`src/rtl/scpu_pipe_pkg.sv`:
```
// Shared types and constants for the scpu pipeline hazard controller.
package scpu_pipe_pkg;

   typedef enum logic [1:0] {
      StRun,
      StMwait,
      StBubble
   } pipe_state_e;

   localparam logic [31:0] NOP_INST       = 32'h00000013;
   localparam int unsigned REG_ADDR_W_DEF = 5;

endpackage

```
`src/rtl/pipe_hazard_ctrl_if.sv`:
```
// Hazard-controller bundle: hazard inputs from the pipe, stage enables/flushes back to it.
// slave is the controller's view; master is the pipeline's view.
interface pipe_hazard_ctrl_if
   import scpu_pipe_pkg::*;
#(
   parameter int unsigned REG_ADDR_W = REG_ADDR_W_DEF
);
   logic                  mem_valid;
   logic                  mmu_data_ready;
   logic                  ex_redirect;
   logic                  ex_mem_read;
   logic [REG_ADDR_W-1:0] ex_rd;
   logic [REG_ADDR_W-1:0] id_rs1;
   logic [REG_ADDR_W-1:0] id_rs2;
   logic                  id_rs1_used;
   logic                  id_rs2_used;
   logic                  pc_write;
   logic                  ifid_write;
   logic                  ifid_flush;
   logic                  idex_write;
   logic                  idex_flush;
   logic                  exmem_write;
   logic                  memwb_write;
   logic                  mem_timeout;
   logic [31:0]           stall_cycles;
   logic [31:0]           bubble_cycles;

   modport master (
      output mem_valid, mmu_data_ready, ex_redirect, ex_mem_read, ex_rd,
             id_rs1, id_rs2, id_rs1_used, id_rs2_used,
      input  pc_write, ifid_write, ifid_flush, idex_write, idex_flush,
             exmem_write, memwb_write, mem_timeout, stall_cycles, bubble_cycles
   );

   modport slave (
      input  mem_valid, mmu_data_ready, ex_redirect, ex_mem_read, ex_rd,
             id_rs1, id_rs2, id_rs1_used, id_rs2_used,
      output pc_write, ifid_write, ifid_flush, idex_write, idex_flush,
             exmem_write, memwb_write, mem_timeout, stall_cycles, bubble_cycles
   );

endinterface

```
`src/rtl/load_use_detect.sv`:
```
// Combinational load-use hazard comparator between the EX load and ID sources.
module load_use_detect #(
   parameter int unsigned REG_ADDR_W = 5
) (
   input  logic                  ex_mem_read_i,
   input  logic [REG_ADDR_W-1:0] ex_rd_i,
   input  logic [REG_ADDR_W-1:0] id_rs1_i,
   input  logic [REG_ADDR_W-1:0] id_rs2_i,
   input  logic                  id_rs1_used_i,
   input  logic                  id_rs2_used_i,
   output logic                  load_use_o
);

   // x0 is hardwired zero, so a load targeting it never creates a dependency.
   assign load_use_o = ex_mem_read_i && (ex_rd_i != '0) &&
                       ((id_rs1_used_i && (id_rs1_i == ex_rd_i)) ||
                        (id_rs2_used_i && (id_rs2_i == ex_rd_i)));

endmodule

```
`src/rtl/pipe_hazard_ctrl.sv`:
```
// Stall/flush sequencer and memory-wait watchdog for the 5-stage scpu pipeline.
// Optional perf counters are built when PIPE_PERF_CNT_EN is defined.
module pipe_hazard_ctrl
   import scpu_pipe_pkg::*;
#(
   parameter int unsigned REG_ADDR_W       = REG_ADDR_W_DEF,
   parameter int unsigned REDIRECT_BUBBLES = 1,
   parameter int unsigned MEM_TIMEOUT      = 256
) (
   input logic             clk,
   input logic             rst,
   pipe_hazard_ctrl_if.slave bus
);

   localparam int unsigned      WaitW     = $clog2(MEM_TIMEOUT) + 1;
   localparam logic [WaitW-1:0] WaitMax   = '1;
   localparam logic [WaitW-1:0] TimeoutAt = WaitW'(MEM_TIMEOUT - 1);
   localparam logic [3:0]       BubInit   =
      (REDIRECT_BUBBLES > 0) ? 4'(REDIRECT_BUBBLES - 1) : 4'd0;

   pipe_state_e      state_q, state_d;
   logic [3:0]       bub_cnt_q, bub_cnt_d;
   logic [WaitW-1:0] wait_cnt_q, wait_cnt_d;
   logic             mem_timeout_q, mem_timeout_d;
   logic             mem_stall, load_use;
   logic             pc_write, ifid_write, ifid_flush, idex_write, idex_flush;
   logic             exmem_write, memwb_write;

   assign mem_stall = bus.mem_valid && !bus.mmu_data_ready;

   load_use_detect #(
      .REG_ADDR_W (REG_ADDR_W)
   ) u_load_use_detect (
      .ex_mem_read_i (bus.ex_mem_read),
      .ex_rd_i       (bus.ex_rd),
      .id_rs1_i      (bus.id_rs1),
      .id_rs2_i      (bus.id_rs2),
      .id_rs1_used_i (bus.id_rs1_used),
      .id_rs2_used_i (bus.id_rs2_used),
      .load_use_o    (load_use)
   );

   always_comb begin
      pc_write    = 1'b1;
      ifid_write  = 1'b1;
      ifid_flush  = 1'b0;
      idex_write  = 1'b1;
      idex_flush  = 1'b0;
      exmem_write = 1'b1;
      memwb_write = 1'b1;
      if (rst || mem_stall) begin
         pc_write    = 1'b0;
         ifid_write  = 1'b0;
         idex_write  = 1'b0;
         exmem_write = 1'b0;
         memwb_write = 1'b0;
      end else if (bus.ex_redirect) begin
         ifid_flush = 1'b1;
         idex_flush = 1'b1;
      end else if (state_q == StBubble) begin
         ifid_flush = 1'b1;
      end else if (load_use) begin
         pc_write   = 1'b0;
         ifid_write = 1'b0;
         idex_flush = 1'b1;
      end
   end

   // A stall during BUBBLE stays in BUBBLE with the count frozen, so it resumes afterwards.
   always_comb begin
      state_d   = state_q;
      bub_cnt_d = bub_cnt_q;
      unique case (state_q)
         StRun, StMwait: begin
            if (mem_stall) begin
               state_d = StMwait;
            end else if (bus.ex_redirect && (REDIRECT_BUBBLES > 0)) begin
               state_d   = StBubble;
               bub_cnt_d = BubInit;
            end else begin
               state_d = StRun;
            end
         end
         StBubble: begin
            if (!mem_stall) begin
               if (bus.ex_redirect) begin
                  bub_cnt_d = BubInit;
               end else if (bub_cnt_q == 4'd0) begin
                  state_d = StRun;
               end else begin
                  bub_cnt_d = bub_cnt_q - 4'd1;
               end
            end
         end
         default: state_d = StRun;
      endcase
   end

   always_comb begin
      wait_cnt_d    = '0;
      mem_timeout_d = mem_timeout_q;
      if (mem_stall) begin
         wait_cnt_d = (wait_cnt_q == WaitMax) ? wait_cnt_q : wait_cnt_q + 1'b1;
         if (wait_cnt_q == TimeoutAt) begin
            mem_timeout_d = 1'b1;
         end
      end
   end

   always_ff @(posedge clk) begin
      if (rst) begin
         state_q       <= StRun;
         bub_cnt_q     <= 4'd0;
         wait_cnt_q    <= '0;
         mem_timeout_q <= 1'b0;
      end else begin
         state_q       <= state_d;
         bub_cnt_q     <= bub_cnt_d;
         wait_cnt_q    <= wait_cnt_d;
         mem_timeout_q <= mem_timeout_d;
      end
   end

`ifdef PIPE_PERF_CNT_EN
   logic [31:0] stall_cycles_q, bubble_cycles_q;

   always_ff @(posedge clk) begin
      if (rst) begin
         stall_cycles_q  <= 32'd0;
         bubble_cycles_q <= 32'd0;
      end else begin
         if (mem_stall || load_use) begin
            stall_cycles_q <= stall_cycles_q + 32'd1;
         end
         if (ifid_flush || idex_flush) begin
            bubble_cycles_q <= bubble_cycles_q + 32'd1;
         end
      end
   end

   assign bus.stall_cycles  = stall_cycles_q;
   assign bus.bubble_cycles = bubble_cycles_q;
`else
   assign bus.stall_cycles  = 32'd0;
   assign bus.bubble_cycles = 32'd0;
`endif

   assign bus.pc_write    = pc_write;
   assign bus.ifid_write  = ifid_write;
   assign bus.ifid_flush  = ifid_flush;
   assign bus.idex_write  = idex_write;
   assign bus.idex_flush  = idex_flush;
   assign bus.exmem_write = exmem_write;
   assign bus.memwb_write = memwb_write;
   assign bus.mem_timeout = mem_timeout_q;

endmodule

```
`src/flat_wrapper.sv`:
```
// flat-port wrapper written by rule: the top's interface ports become plain ports
module pipe_hazard_ctrl_flat import scpu_pipe_pkg::*;
#(
   parameter int unsigned REG_ADDR_W       = REG_ADDR_W_DEF,
   parameter int unsigned REDIRECT_BUBBLES = 1,
   parameter int unsigned MEM_TIMEOUT      = 256
)
  (clk, rst, bus_mem_valid, bus_mmu_data_ready, bus_ex_redirect, bus_ex_mem_read, bus_ex_rd, bus_id_rs1, bus_id_rs2, bus_id_rs1_used, bus_id_rs2_used, bus_pc_write, bus_ifid_write, bus_ifid_flush, bus_idex_write, bus_idex_flush, bus_exmem_write, bus_memwb_write, bus_mem_timeout, bus_stall_cycles, bus_bubble_cycles);
  pipe_hazard_ctrl_if #(.REG_ADDR_W(REG_ADDR_W)) bus_i ();
  input logic clk;
  input logic rst;
  input wire logic [$bits(bus_i.mem_valid)-1:0] bus_mem_valid;
  input wire logic [$bits(bus_i.mmu_data_ready)-1:0] bus_mmu_data_ready;
  input wire logic [$bits(bus_i.ex_redirect)-1:0] bus_ex_redirect;
  input wire logic [$bits(bus_i.ex_mem_read)-1:0] bus_ex_mem_read;
  input wire logic [$bits(bus_i.ex_rd)-1:0] bus_ex_rd;
  input wire logic [$bits(bus_i.id_rs1)-1:0] bus_id_rs1;
  input wire logic [$bits(bus_i.id_rs2)-1:0] bus_id_rs2;
  input wire logic [$bits(bus_i.id_rs1_used)-1:0] bus_id_rs1_used;
  input wire logic [$bits(bus_i.id_rs2_used)-1:0] bus_id_rs2_used;
  output wire logic [$bits(bus_i.pc_write)-1:0] bus_pc_write;
  output wire logic [$bits(bus_i.ifid_write)-1:0] bus_ifid_write;
  output wire logic [$bits(bus_i.ifid_flush)-1:0] bus_ifid_flush;
  output wire logic [$bits(bus_i.idex_write)-1:0] bus_idex_write;
  output wire logic [$bits(bus_i.idex_flush)-1:0] bus_idex_flush;
  output wire logic [$bits(bus_i.exmem_write)-1:0] bus_exmem_write;
  output wire logic [$bits(bus_i.memwb_write)-1:0] bus_memwb_write;
  output wire logic [$bits(bus_i.mem_timeout)-1:0] bus_mem_timeout;
  output wire logic [$bits(bus_i.stall_cycles)-1:0] bus_stall_cycles;
  output wire logic [$bits(bus_i.bubble_cycles)-1:0] bus_bubble_cycles;
  assign bus_i.mem_valid = bus_mem_valid;
  assign bus_i.mmu_data_ready = bus_mmu_data_ready;
  assign bus_i.ex_redirect = bus_ex_redirect;
  assign bus_i.ex_mem_read = bus_ex_mem_read;
  assign bus_i.ex_rd = bus_ex_rd;
  assign bus_i.id_rs1 = bus_id_rs1;
  assign bus_i.id_rs2 = bus_id_rs2;
  assign bus_i.id_rs1_used = bus_id_rs1_used;
  assign bus_i.id_rs2_used = bus_id_rs2_used;
  assign bus_pc_write = bus_i.pc_write;
  assign bus_ifid_write = bus_i.ifid_write;
  assign bus_ifid_flush = bus_i.ifid_flush;
  assign bus_idex_write = bus_i.idex_write;
  assign bus_idex_flush = bus_i.idex_flush;
  assign bus_exmem_write = bus_i.exmem_write;
  assign bus_memwb_write = bus_i.memwb_write;
  assign bus_mem_timeout = bus_i.mem_timeout;
  assign bus_stall_cycles = bus_i.stall_cycles;
  assign bus_bubble_cycles = bus_i.bubble_cycles;
  pipe_hazard_ctrl #(.REG_ADDR_W(REG_ADDR_W), .REDIRECT_BUBBLES(REDIRECT_BUBBLES), .MEM_TIMEOUT(MEM_TIMEOUT)) u_core (.clk(clk), .rst(rst), .bus(bus_i));
endmodule
```
`config.mk`:
```
export PLATFORM = sky130hd
export DESIGN_NAME = pipe_hazard_ctrl_flat
export DESIGN_NICKNAME = d
export VERILOG_FILES = /design/src/rtl/scpu_pipe_pkg.sv /design/src/rtl/pipe_hazard_ctrl_if.sv /design/src/rtl/load_use_detect.sv /design/src/rtl/pipe_hazard_ctrl.sv /design/src/flat_wrapper.sv
export SDC_FILE = /design/constraint.sdc
export NUM_CORES = 1
export LEC_CHECK = 0
export BUFFER_PORTS_ARGS = -buffer_cell sky130_fd_sc_hd__buf_4
export CAP_MARGIN = 25
export CELL_PAD_IN_SITES_DETAIL_PLACEMENT = 1
export CELL_PAD_IN_SITES_GLOBAL_PLACEMENT = 1
export CORE_MARGIN = 4
export CORE_UTILIZATION = 28
export CTS_BUF_LIST = sky130_fd_sc_hd__clkbuf_2
export DETAILED_ROUTE_END_ITERATION = 16
export GPL_ROUTABILITY_DRIVEN = 0
export PLACE_DENSITY_LB_ADDON = 0.1
export SLEW_MARGIN = 20
export SYNTH_ARGS = -nofsm -noshare
export SYNTH_HDL_FRONTEND = slang
export SYNTH_SLANG_ARGS = --single-unit
```
`constraint.sdc`:
```
create_clock -name clk -period 4.5 [get_ports clk]
set_input_delay 0.45 -clock clk [delete_from_list [all_inputs] [get_ports clk]]
set_output_delay 0.45 -clock clk [all_outputs]
set_load 0.01 [all_outputs]
```
Word level (Yosys, flattened, before mapping)
Index checks and enable logic that the tools add are counted.
{"block": "totals", "regBits": 16, "latch_bits": 0, "ramBits": 0, "rom_bits": 0, "output_inout_bits": 72, "word_cells": 60, "n_memories": 0}
{"block": "classes", "n_addsub": 2, "mul": 0, "n_div": 0, "n_lt_le_gt_ge": 0, "eq_ne": 12, "shifts": 0, "mux": 24, "bitwise_logic": 1, "n_reduce_logical": 17}
{"op": "2-to-1 mux 4 bit", "count": 5}
{"op": "2-to-1 mux 1 bit", "count": 12}
{"op": "equality test 5 bit", "count": 2}
{"op": "2-to-1 mux 2 bit", "count": 5}
{"op": "!= test 2 bit, second input constant", "count": 5}
{"op": "adder 9 x 1 -> 9 bit, second input constant", "count": 1}
{"op": "equality test 9 x 8 -> 1 bit, second input constant", "count": 1}
{"op": "equality test 9 bit, second input constant", "count": 1}
{"op": "case mux 4 bit (2 select lines)", "count": 1}
{"op": "logical AND 1 bit", "count": 5}
{"op": "AND reduction 5 bit", "count": 1}
{"op": "nonzero test 5 bit", "count": 1}
{"op": "logical NOT 4 bit", "count": 1}
{"op": "case mux 2 bit (2 select lines)", "count": 1}
{"op": "OR reduction 2 bit", "count": 2}
{"op": "subtractor 4 x 1 -> 4 bit, second input constant", "count": 1}
{"op": "!= test 3 bit, second input constant", "count": 1}
{"op": "AND reduction 3 bit", "count": 1}
{"op": "equality test 2 x 1 -> 1 bit, second input constant", "count": 1}
{"op": "equality test 2 bit, second input constant", "count": 1}
{"op": "logical NOT 2 bit", "count": 1}
{"op": "logical OR 1 bit", "count": 2}
{"op": "AND reduction 2 bit", "count": 1}
{"op": "nonzero test 2 bit", "count": 1}
{"op": "other kinds (2)", "count": 2}

Depth between registers and ports, before layout
Gate-level depths: netlist of run 1.
{"block": "logic_depth", "ltp_word": 8, "depth_mapped": 9, "mapped_depth_nobuf": 8}

Cells and area by module
A second synthesis of run 1 with hierarchy kept.
{"block": "unflattened", "cells_unflattened": 180, "area_unflattened_um2": 1502.7}
{"module": "pipe_hazard_ctrl", "instances": 1, "cells_each": 163, "area_per_inst_um2": 1368.8, "seq_area_each_um2": 320.3}
{"module": "load_use_detect", "instances": 1, "cells_each": 17, "area_per_inst_um2": 133.9, "seq_area_each_um2": 0.0}

Least setup slack after synthesis of run 1
No wires, ideal clock.
{"block": "synth_path", "path_type": "input -> output", "from": "input port bus_ex_rd[3]", "to": "output port bus_pc_write", "arrival_ns": 1.613, "path_slack_ns": 2.437, "path_stages": 5, "path_buffers": 1, "cell_sequence": "xor2_1 > nor4_1 > a32oi_1 > o41a_1 > buf_4"}
{"block": "synth_between", "elab_chain_cells": 8, "word_cells_on_any_way": 12, "cone_classes": "eq/ne (2); mux (4); reduce/logical (6)"}
{"item": "start: declaration", "line_no": "flat_wrapper.sv:16", "text": "input wire logic [$bits(bus_i.ex_rd)-1:0] bus_ex_rd;"}
{"item": "equality test 5 bit (on tied branches)", "line_no": "load_use_detect.sv:16, load_use_detect.sv:17"}
{"item": "logical AND 1 bit (on tied branches)", "line_no": "load_use_detect.sv:16, load_use_detect.sv:17"}
{"item": "logical OR 1 bit", "line_no": "load_use_detect.sv:16", "text": "((id_rs1_used_i && (id_rs1_i == ex_rd_i)) ||"}
{"item": "logical AND 1 bit *", "line_no": "load_use_detect.sv:15", "text": "assign load_use_o = ex_mem_read_i && (ex_rd_i != '0) &&"}
{"item": "2-to-1 mux 1 bit * (4 in a row)"}
{"item": "end: declaration", "line_no": "flat_wrapper.sv:21", "text": "output wire logic [$bits(bus_i.pc_write)-1:0] bus_pc_write;"}
Mark *: on every way between the ends. The rest lies on a longest branch, timed or not.

Worst setup path in the final report of run 1
{"block": "layout_path", "from": "input port bus_ex_rd[3]", "to": "output port bus_ifid_write"}
{"block": "layout_between", "elab_chain_cells": 8, "word_cells_on_any_way": 12, "cone_classes": "eq/ne (2); mux (4); reduce/logical (6)"}
{"item": "equality test 5 bit (on tied branches)", "line_no": "load_use_detect.sv:16, load_use_detect.sv:17"}
{"item": "logical AND 1 bit (on tied branches)", "line_no": "load_use_detect.sv:16, load_use_detect.sv:17"}
{"item": "logical OR 1 bit", "line_no": "load_use_detect.sv:16"}
{"item": "logical AND 1 bit *", "line_no": "load_use_detect.sv:15"}
{"item": "2-to-1 mux 1 bit *", "line_no": "pipe_hazard_ctrl.sv:62", "text": "end else if (load_use) begin"}
{"item": "2-to-1 mux 1 bit *", "line_no": "pipe_hazard_ctrl.sv:60", "text": "end else if (state_q == StBubble) begin"}
{"item": "2-to-1 mux 1 bit *", "line_no": "pipe_hazard_ctrl.sv:57", "text": "end else if (bus.ex_redirect) begin"}
{"item": "2-to-1 mux 1 bit *", "line_no": "pipe_hazard_ctrl.sv:51", "text": "if (rst || mem_stall) begin"}
{"item": "end: declaration", "line_no": "flat_wrapper.sv:22", "text": "output wire logic [$bits(bus_i.ifid_write)-1:0] bus_ifid_write;"}
Marks and branches as above.

==> summary.md, run 1 <==
| Metric | Value |
|---|---|
| Critical path's slowest cell | `o41a_1` |
| Resized cells post-CTS | `0` |
| TritonCTS clock tree | `yes` |
| Top-area cell type share of the netlist area | `0.347` |
| Initial antenna violation count | `0` |
| Hold-fix buffers, CTS | `0` |
| Cell mode on critical path | `buf_4` |
| Gate power share | `0.264` |
| Layout cells sized above 1 | `0.171` |
| Worst-case clock buffer depth | `2` |
| First-pass GRT wire length | `4950 microns` |
| Slew @ Worst Pin | `0.570 ns` |
| Grt peak-use layer | `met2` |
| Post-CTS setup buffer count | `0` |
| Die area | `6380 sq um` |
| Endpoints failing setup | `0` |
| WL/cell | `11.0 microns` |
| Area leader, netlist | `buf_4` |
| Die X | `79.9 microns` |
| P_sw | `0.0978 mW` |
| Final Max Tran Viols | `0` |
| Min-delay worst type | `primary input to register` |
| Max-slew headroom | `0.619` |
| Final Hold Vio Count | `0` |
| Post-layout min period | `2.25 ns` |
| CP bufs+invs | `2` |
| Flop and latch count out of synthesis | `16` |
| CTS H-tree depth | `1` |
| Mean Syn Cell Area | `8.04 sq um` |
| Clk pwr share | `0.230` |
| Cells after Synth | `180` |
| Top delay family on crit path | `compound AO/OA/AOI/OAI gates` |
| Num CTS Buffers | `3` |
| Crit path max fanout | `3` |
| Ys Warns | `0` |
| DRT antenna net count | `0` |
| First-pass DRT Iterations | `2` |
| Total routed wirelength | `2990 microns` |
| Via count | `1046` |
| Hold Slack | `0.384 ns` |
| Power Dens Cells | `193 nW/um^2` |
| FFs w/ async S/R, synth | `0` |
| Overflow after GRT | `0` |
| Synthesized area | `1450 sq um` |
| Setup Skew | `0.00438 ns` |
| Crit path launch type | `primary input` |
| GR Util met3 | `0.0226` |
| Clock root buffer | `clkbuf_2` |
| Seq/Total Area, Yosys | `0.221` |
| Worst Path Arrival | `1.80 ns` |
| Die Y | `79.9 microns` |
| Worst skew pair latency | `0.29 ns` |
| Power Internal | `0.190 mW` |
| Synth top area cells | `buf_4, dfxtp_1, xor2_1, ha_1, nor2_1` |
| EDFF count, synth | `0` |
| Number of global-route vias before repair | `1071` |
| Status | `finished, final reports clean` |
| DRT iter0 DRCs | `23` |
| Port bufs | `30` |
| Clk sink count | `16` |
| Total global-route track usage | `0.0947` |
| Placed wire-length estimate | `2570 microns` |
| Distinct cell type count after synthesis | `33` |
| Largest net degree at the start of global routing | `11` |
| DRC | `0` |
| Post-DP Area | `1470 sq um` |
| Vias per inst | `3.85` |
| M1 GR Usage | `0.107` |
| Commonest cells post-synth | `buf_4, dfxtp_1, nor2_1` |
| Seq pwr share | `0.506` |
| WS Path Type | `primary input to output port` |
| Worst-path clk slew | `0.16 ns` |
| Final nets | `234` |
| CP Cell Sequence | `buf_4 -> xor2_1 -> nor4_1 -> a32oi_1 -> o41a_1 -> buf_4` |
| Critical Path End Type | `output port` |
| Antenna Cells | `0` |
| Leakage | `0.698 nW` |
| Post-route cell area | `1490 sq um` |
| Met2 Track Usage GR | `0.171` |
| Fmax | `0.445 GHz` |
| Row count | `25` |
| Max-cap violations | `0` |
| Max IR drop VDD | `0.0498 mV` |
| Unrepaired setup endpoints after global routing | `false` |
| IO Pins | `95` |
| Final Cycle Share | `0.499` |
| Setup TNS | `0 ns` |
| Synthesis-to-layout area growth | `2.94%` |
| Max incr delay on CP | `0.45 ns` |
| Switching part of the total | `0.339` |
| Starting Density | `0.297` |
| Synth Flop Type | `dfxtp_1` |
| Worst path required time | `4.05 ns` |
| Count leader, synth | `buf_4` |
| Area of the core | `4880 sq um` |
## area by class of cell
class                           count  area (sq um)
Multi-Input combinational cell    151           827
Inverter                            4          15.0
Clock inverter                      1          3.75
Sequential cell                    16           320
Tap cell                           67          83.8
Fill cell                         635          3390
Clock buffer                        3          15.0
Timing Repair Buffer               30           225
## kinds of logic (layout without fill, tap and decap cells)
kind of cell / Yosys count / after routing / share of synthesized area
xor+xnor: 16 / 16 / 0.0968
flops: 16 / 16 / 0.221
mux: 2 / 2 / 0.0138
other cells: 1 / 64 / 0.00259
simple gates: 45 / 45 / 0.166
fa+ha+maj: 5 / 5 / 0.0432
buf+inv: 76 / 38 / 0.371
compound gates: 19 / 19 / 0.0856
## worst paths after layout
path	startpoint	end	slack, ns	cells past startpoint
setup / recovery	bus_ex_rd[3]	bus_ifid_write	2.25	6
hold / removal	rst	u_core.bub_cnt_q[1]	0.38	2
setup reg to reg	u_core.wait_cnt_q[0]	u_core.wait_cnt_q[5]	2.61	7
hold reg to reg	u_core.state_q[0]	u_core.state_q[1]	0.50	1
## state kept, by name, indices dropped and copies added (netlist names)
signal	count
u_core.wait_cnt_q	9
u_core.bus.mem_timeout	1
u_core.bub_cnt_q	4
u_core.state_q	2
## layout by cell type (no fill, tap or decap), drive strengths merged
cell    instances
a211oi          1
a21o            1
a21oi           8
a221oi          1
a311oi          2
a32oi           1
and2            1
and3            1
buf            30
clkbuf          3
clkinv          1
conb           64
dfxtp          16
ha              5
inv             4
mux2i           2
nand2           7
nand2b          2
nand3           3
nand4b          2
nor2           15
nor2b           2
nor3            2
nor4            2
nor4b           1
o21ai           3
o31ai           1
o41a            1
or3             5
or3b            1
or4             1
xnor2           4
xor2           12
## metal layers
metal,routed length (microns),part of all wire
met2,1530,0.51
met1,1150,0.38
met5,0,0
met4,32,0.011
met3,276,0.092
## per-stage QoR
stage	utilization	setup WS (ns)	power [mW]	std cells
after floorplan	-	2.44	0.239	243
after global placement	0.302	2.27	0.223	268
after detailed placement	0.302	2.25	0.224	268
after CTS	0.305	2.24	0.292	272
after global routing	0.305	2.14	0.309	272
final	0.305	2.25	0.288	272
## power by group through the flow
stage                     clock [mW]  sequential (mW)  combinational (mW)
final                         0.0662            0.146              0.0761
after global routing          0.0769            0.146              0.0860
after CTS                     0.0716            0.146              0.0750
after detailed placement           0            0.149              0.0748
after global placement             0            0.149              0.0740
after floorplan                    0            0.148              0.0904
Power figures use the tool's default switching activity.
==> run 2, diff against run 1 <==
- ABC_AREA: unset -> 1
- CORE_UTILIZATION: 28 -> 26
- clock period: 4.5 -> 1.8 ns (I/O delays scaled with it)
==> summary.md, run 2 <==
| Metric | Value |
|---|---|
| Hold Crit Endpoint | `u_core.bub_cnt_q[2]` |
| Synthesized area | `1580 sq um` |
| TritonCTS clock tree | `yes` |
| Seq/Total Area, Yosys | `0.203` |
| Synth top area cells | `buf_4, dfxtp_1, nand2_1, inv_1, nor2_1` |
| Synth Flop Type | `dfxtp_1` |
| Final Hold Vio Count | `0` |
| P_sw | `0.305 mW` |
| Mean Syn Cell Area | `6.54 sq um` |
| Worst r2r path cells | `7` |
| Pwr Total | `0.818 mW` |
| DRT antenna net count | `0` |
| Power Dens Cells | `480 nW/um^2` |
| Post-synthesis simple-gate area fraction | `0.259` |
| Largest Register | `u_core.wait_cnt_q` |
| Die Y | `86.0 microns` |
| Switching part of the total | `0.373` |
| Finished Layout Cells | `352` |
| R2r startpoint | `u_core.wait_cnt_q[1]` |
| Multi-input gate area | `866 sq um` |
| Xor/xnor share of the synthesized area | `0.0111` |
| Largest net degree at the start of global routing | `10` |
| Hold-fix buffers, CTS | `0` |
| First-pass DRT Iterations | `4` |
| Port bufs | `30` |
| FF-to-FF End | `u_core.wait_cnt_q[3]` |
| Worst skew pair latency | `0.30 ns` |
| Final Cycle Share | `0.951` |
| Distinct cell type count after synthesis | `28` |
| Max IR drop VDD | `0.209 mV` |
| FFs w/ async S/R, synth | `0` |
| IO Pins | `95` |
| Most frequent cells in the layout | `conb_1, nand2_1, buf_4, inv_1, nor2_1` |
| Hold depth | `2` |
| Overflow after GRT | `0` |
| EDFF count, synth | `0` |
| Count leader, synth | `buf_4` |
| Via count | `1284` |
| WL/cell | `9.89 microns` |
| Compound-Gate Fraction of Synth Area | `0.0759` |
| Layout cells sized above 1 | `0.209` |
| Post-synthesis mux area share | `0` |
| Hold Crit Start | `rst` |
| GR Util met3 | `0.0269` |
| Area leader, netlist | `buf_4` |
| Ys Warns | `0` |
| Post-DP Area | `1640 sq um` |
| Most common cell after layout, fill and taps aside | `conb_1` |
| Antenna Cells | `0` |
| WS Path Type | `register to register` |
| DRT iter0 DRCs | `33` |
| Cells after Synth | `242` |
| Worst-path clk slew | `0.18 ns` |
| Number of global-route vias before repair | `1232` |
| Unrepaired setup endpoints after global routing | `false` |
| Post-route cell area | `1710 sq um` |
| Worst path required time | `2.05 ns` |
| Max-cap violations | `0` |
| Clk sink count | `16` |
| Die X | `86.0 microns` |
| Fmax | `0.584 GHz` |
| Worst R2R Setup Slack | `0.09 ns` |
| Synthesis-to-layout area growth | `7.83%` |
| Min-delay worst type | `primary input to register` |
| Placed wire-length estimate | `2990 microns` |
| Commonest cells post-synth | `buf_4, nand2_1, inv_1` |
| Setup TNS | `0 ns` |
| Seq pwr share | `0.463` |
| Sequential cell area | `324 sq um` |
| Num CTS Buffers | `3` |
| Initial antenna violation count | `0` |
| Vias per inst | `3.65` |
| Setup Skew | `0.0217 ns` |
| First-pass GRT wire length | `5730 microns` |
| Largest family of logic cells by synthesized area | `buffers and inverters` |
| CTS H-tree depth | `1` |
| Top-area cell type share of the netlist area | `0.318` |
| Util after Layout | `0.288` |
| Crit path launch type | `register` |
| Worst Path Arrival | `1.96 ns` |
| Max FFs per register | `9` |
| Power Internal | `0.513 mW` |
| Clk pwr share | `0.209` |
| Row count | `28` |
| DRC | `0` |
| Gate power share | `0.328` |
| Met2 Track Usage GR | `0.158` |
| Placed Cells | `344` |
| Area share of fa/ha/maj cells after synthesis | `0.0396` |
| Clock root buffer | `clkbuf_2` |
| Post-layout min period | `1.71 ns` |
| Total global-route track usage | `0.0936` |
| Filler cell count | `820` |
| Status | `finished, final reports clean` |
| Total routed wirelength | `3480 microns` |
| Area of the core | `5920 sq um` |
| Final Max Tran Viols | `0` |
| Die area | `7390 sq um` |
| Endpoints failing setup | `0` |
| M1 GR Usage | `0.123` |
| Crit path max fanout | `4` |
| Biggest registers after layout | `u_core.wait_cnt_q x9, u_core.bub_cnt_q x4, u_core.state_q x2` |
| Leakage | `0.945 nW` |
| Starting Density | `0.267` |
| Flop and latch count out of synthesis | `16` |
| Grt peak-use layer | `met2` |
| Worst-case clock buffer depth | `2` |
| Critical Path End Type | `register` |
| Final nets | `306` |
[run 2: cell types whose count changed after synthesis, moves of 3 or more]
cell / change
xnor2_1: -3
a21oi_1: +5
clkbuf_1: -5
inv_1: +28
nand3_1: +4
or3_1: -5
xor2_1: -11
nor2_1: +9
nand2_1: +44
[run 2: how the worst max path moves through the flow]
stage                               startpoint                    to  cells after the start
after floorplan           u_core.wait_cnt_q[0]  u_core.wait_cnt_q[3]                      8
after global placement    u_core.wait_cnt_q[0]  u_core.wait_cnt_q[4]                      9
after detailed placement  u_core.wait_cnt_q[0]  u_core.wait_cnt_q[3]                      7
after CTS                 u_core.wait_cnt_q[0]  u_core.wait_cnt_q[3]                      7
after global routing      u_core.wait_cnt_q[1]  u_core.wait_cnt_q[3]                      7
final                     u_core.wait_cnt_q[1]  u_core.wait_cnt_q[3]                      7
[run 2: power by group through the flow]
stage	clock, mW	sequential, mW	combinational [mW]
detailed placement	0	0.387	0.266
floorplan	0	0.384	0.288
global route	0.205	0.382	0.311
global placement	0	0.387	0.266
CTS	0.191	0.380	0.267
finish	0.171	0.379	0.268
[run 2: kinds of logic (layout without fill, tap and decap cells)]
| group | Yosys count | after routing |
|---|---|---|
| other | 1 | 64 |
| DFF | 16 | 16 |
| AOI/OAI and AO/OA | 22 | 22 |
| xor gates and xnor gates | 2 | 2 |
| adders and majority gates | 5 | 5 |
| and+or+nand+nor | 93 | 93 |
| buffers and inverters | 103 | 75 |
[run 2: area by class of cell]
type                       count  share of cell area
multi-input combinational    186               0.508
sequential                    16               0.190
timing repair buffer          36               0.158
inverter                      35              0.0778
tap                           75              0.0550
clock buffer                   3             0.00880
clock inverter                 1             0.00220
[run 2: what timing repair did]
item	4_1_cts	5_1_grt
cloned	0	0
endpoints found under the setup margin	2	4
gates resized for setup	2	7
pin swaps	0	3
buffers inserted	0	4
[run 2: metrics by stage]
step | setup WS (ns) | hold slack, ns
detailed placement | -0.0297 | 0.382
floorplan | 0.169 | 0.249
finish | 0.0876 | 0.0374
global route | 0.00460 | 0.00484
CTS | 0.0770 | 0.00994
global placement | 0.0580 | 0.387
[run 2: worst max-delay path: stages (launching register included)]
cell and delay (ns):
dfxtp_2 0.37, ha_2 0.20, nand4_1 0.14, nor3_2 0.24
ha_2 0.27, nor3_4 0.07, or2_2 0.27, a21oi_1 0.12
[run 2: layer usage]
metal	wire length [microns]	vias up
met5	0	-
met4	8	0
met3	292	2
met2	1680	49
met1	1500	559
li1	-	674
==> run 3, diff against run 2 <==
--- a/config.mk
+++ b/config.mk
@@ -13,3 +13,3 @@
 export CORE_MARGIN = 4
-export CORE_UTILIZATION = 26
+export CORE_UTILIZATION = 27
 export CTS_BUF_LIST = sky130_fd_sc_hd__clkbuf_2
@@ -21,2 +21,3 @@
 export SYNTH_HDL_FRONTEND = slang
+export SYNTH_HIERARCHICAL = 1
 export SYNTH_SLANG_ARGS = --single-unit
==> constraint.sdc (replaced) <==
create_clock -name clk -period 1.8 [get_ports clk]
set_input_delay 0.36 -clock clk [delete_from_list [all_inputs] [get_ports clk]]
set_output_delay 0.36 -clock clk [all_outputs]
set_load 0.01 [all_outputs]
==> summary.md, run 3 <==
| Metric | Value |
|---|---|
| Vias per inst | `3.70` |
| Worst Path Arrival | `1.34 ns` |
| Gate power share | `0.375` |
| IO Pins | `95` |
| Hold depth | `2` |
| CTS H-tree depth | `1` |
| Count leader, synth | `buf_4` |
| Crit path max fanout | `3` |
| FF-to-FF End | `u_core/wait_cnt_q[6]` |
| Distinct cell type count after synthesis | `26` |
| Post-layout min period | `1.70 ns` |
| Final nets | `314` |
| TritonCTS clock tree | `yes` |
| Clk pwr share | `0.195` |
| Setup ws final | `0.0970 ns` |
| Worst R2R Setup Slack | `0.26 ns` |
| Placed wire-length estimate | `2940 microns` |
| Fmax | `0.587 GHz` |
| Cells after Synth | `252` |
| WL/cell | `9.32 microns` |
| Clock root buffer | `clkbuf_2` |
| Final Cycle Share | `0.946` |
| Final Max Tran Viols | `0` |
| DRC | `0` |
| Post-Place Worst Slack | `0.0101 ns` |
| Pwr Total | `0.896 mW` |
| Seq/Total Area, Yosys | `0.196` |
| Final Hold Vio Count | `0` |
| Total global-route track usage | `0.0908` |
| Util after Layout | `0.300` |
| Biggest registers after layout | `u_core/wait_cnt_q x9, u_core/bub_cnt_q x4, u_core/state_q x2` |
| Endpoints failing setup | `0` |
| Most common cell after layout, fill and taps aside | `conb_1` |
| R2r startpoint | `u_core/wait_cnt_q[0]` |
| Leakage | `0.966 nW` |
| Mean Syn Cell Area | `6.49 sq um` |
| Commonest cells post-synth | `buf_4, nand2_1, inv_1, nor2_1, dfxtp_1` |
| DRT iter0 DRCs | `27` |
| Switching part of the total | `0.398` |
| Port bufs | `30` |
| Die area | `7370 sq um` |
| Crit path launch type | `primary input` |
| Die X | `85.9 microns` |
| Max IR drop VDD | `0.166 mV` |
| Critical Path End Type | `output port` |
| DRT antenna net count | `0` |
| EDFF count, synth | `0` |
| Total routed wirelength | `3360 microns` |
| Flop and latch count out of synthesis | `16` |
| Status | `finished, final reports clean` |
| WS Path Type | `primary input to output port` |
| Worst skew pair latency | `0.30 ns` |
| Power Internal | `0.540 mW` |
| Hold Crit Endpoint | `u_core/bub_cnt_q[3]` |
| Clk sink count | `16` |
| Worst r2r path cells | `9` |
| Largest Register | `u_core/wait_cnt_q` |
| Post-CTS setup buffer count | `0` |
| Antenna Cells | `0` |
| Largest net degree at the start of global routing | `10` |
| Via count | `1332` |
| Setup Skew | `0.00335 ns` |
| Layout cells sized above 1 | `0.253` |
| Ys Warns | `6` |
| Worst-path clk slew | `0.17 ns` |
| Row count | `28` |
| Synth top area cells | `buf_4, dfxtp_1, nand2_1, inv_1, nor2_1` |
| Synth Flop Type | `dfxtp_1` |
| FFs w/ async S/R, synth | `0` |
| Resized cells post-CTS | `0` |
| Number of global-route vias before repair | `1296` |
| Worst-case clock buffer depth | `2` |
| Unrepaired setup endpoints after global routing | `true` |
| Max-cap violations | `0` |
| Hold-fix buffers, CTS | `0` |
| Filler cell count | `798` |
| Overflow after GRT | `0` |
| Power Dens Cells | `508 nW/um^2` |
| Worst path required time | `1.44 ns` |
| Die Y | `85.9 microns` |
| First-pass GRT wire length | `5490 microns` |
| Min-delay worst type | `primary input to register` |
| Seq pwr share | `0.430` |
| Num CTS Buffers | `3` |
| Synthesized area | `1640 sq um` |
| P_sw | `0.357 mW` |
| Starting Density | `0.278` |
| Area of the core | `5890 sq um` |
| First-pass DRT Iterations | `3` |
| Max FFs per register | `9` |
| Top-area cell type share of the netlist area | `0.307` |
| Most frequent cells in the layout | `conb_1, nand2_1, buf_4, inv_1, nor2_1` |
| Area leader, netlist | `buf_4` |
| Hold Crit Start | `rst` |
| Synthesis-to-layout area growth | `7.80%` |
| Initial antenna violation count | `0` |
[run 3: changes by cell type after synthesis, sizes merged, moves of 2 or more]
| cell | change |
|---|---|
| nand2 | +8 |
| nor2 | +7 |
| nand3 | +6 |
| a21oi | -4 |
| nor3 | -2 |
[run 3: cells by family after synthesis]
kind of cell             count (synthesis)  synth area share
adder cells (fa/ha/maj)                  5            0.0382
flip-flops                              16             0.196
buffers and inverters                  101             0.385
AO/OA/AOI/OAI                           18            0.0596
AND/OR/NAND/NOR                        109             0.308
other                                    1           0.00229
XOR/XNOR                                 2            0.0107
[run 3: how the worst max path moves through the flow]
stage / from / to / slack, ns / cells past startpoint
final: bus_ex_rd[1] / bus_ifid_write / 0.1 / 11
after global placement: bus_ex_rd[0] / bus_ifid_write / 0.04 / 10
after global routing: bus_ex_rd[1] / bus_pc_write / -0.02 / 11
after CTS: bus_ex_rd[4] / bus_ifid_write / 0.007 / 11
after detailed placement: bus_ex_rd[4] / bus_ifid_write / 0.01 / 11
after floorplan: bus_ex_rd[0] / bus_pc_write / 0.23 / 10
[run 3: area by class of cell]
class                           instances  area (sq um)  area share
Multi-Input combinational cell        198           956       0.542
Sequential cell                        16           320       0.182
Timing Repair Buffer                   33           248       0.140
Inverter                               34           128      0.0723
Tap cell                               75          93.8      0.0532
Clock buffer                            3          15.0     0.00851
Clock inverter                          1          3.75     0.00213
[run 3: critical path, stage by stage]
cell	delay [ns]
buf_4	0.10
inv_2	0.04
nand2_1	0.05
nand2_1	0.05
nor2_2	0.11
nand3_2	0.09
a21oi_2	0.13
nand2_1	0.08
o21ai_1	0.14
inv_1	0.06
buf_4	0.14
[run 3: metal layers]
layer | GRT usage | wire length [microns] | part of all wire | vias up
met1 | 0.105 | 1370 | 0.41 | 576
met2 | 0.168 | 1690 | 0.50 | 53
met5 | 0 | 0 | 0 | -
li1 | - | - | - | 701
met4 | 0.0129 | 24 | 0.0072 | 0
met3 | 0.0259 | 266 | 0.079 | 2
[run 3: power by group through the flow]
stage	Combinational (mW)	Sequential (mW)	Clock (mW)
after floorplan	0.341	0.391	0
after global routing	0.387	0.389	0.204
after CTS	0.330	0.386	0.193
final	0.336	0.386	0.174
after global placement	0.329	0.394	0
after detailed placement	0.329	0.394	0
[run 3: through the flow]
step / area [sq um] / TNS [ns] / hold WS (ns) / cells
floorplan: 1870 / 0 / 0.426 / 315
global placement: 1710 / 0 / 0.442 / 356
detailed placement: 1710 / 0 / 0.462 / 356
CTS: 1730 / 0 / 0.207 / 360
global route: 1760 / -0.0368 / 0.229 / 360
finish: 1760 / 0 / 0.238 / 360
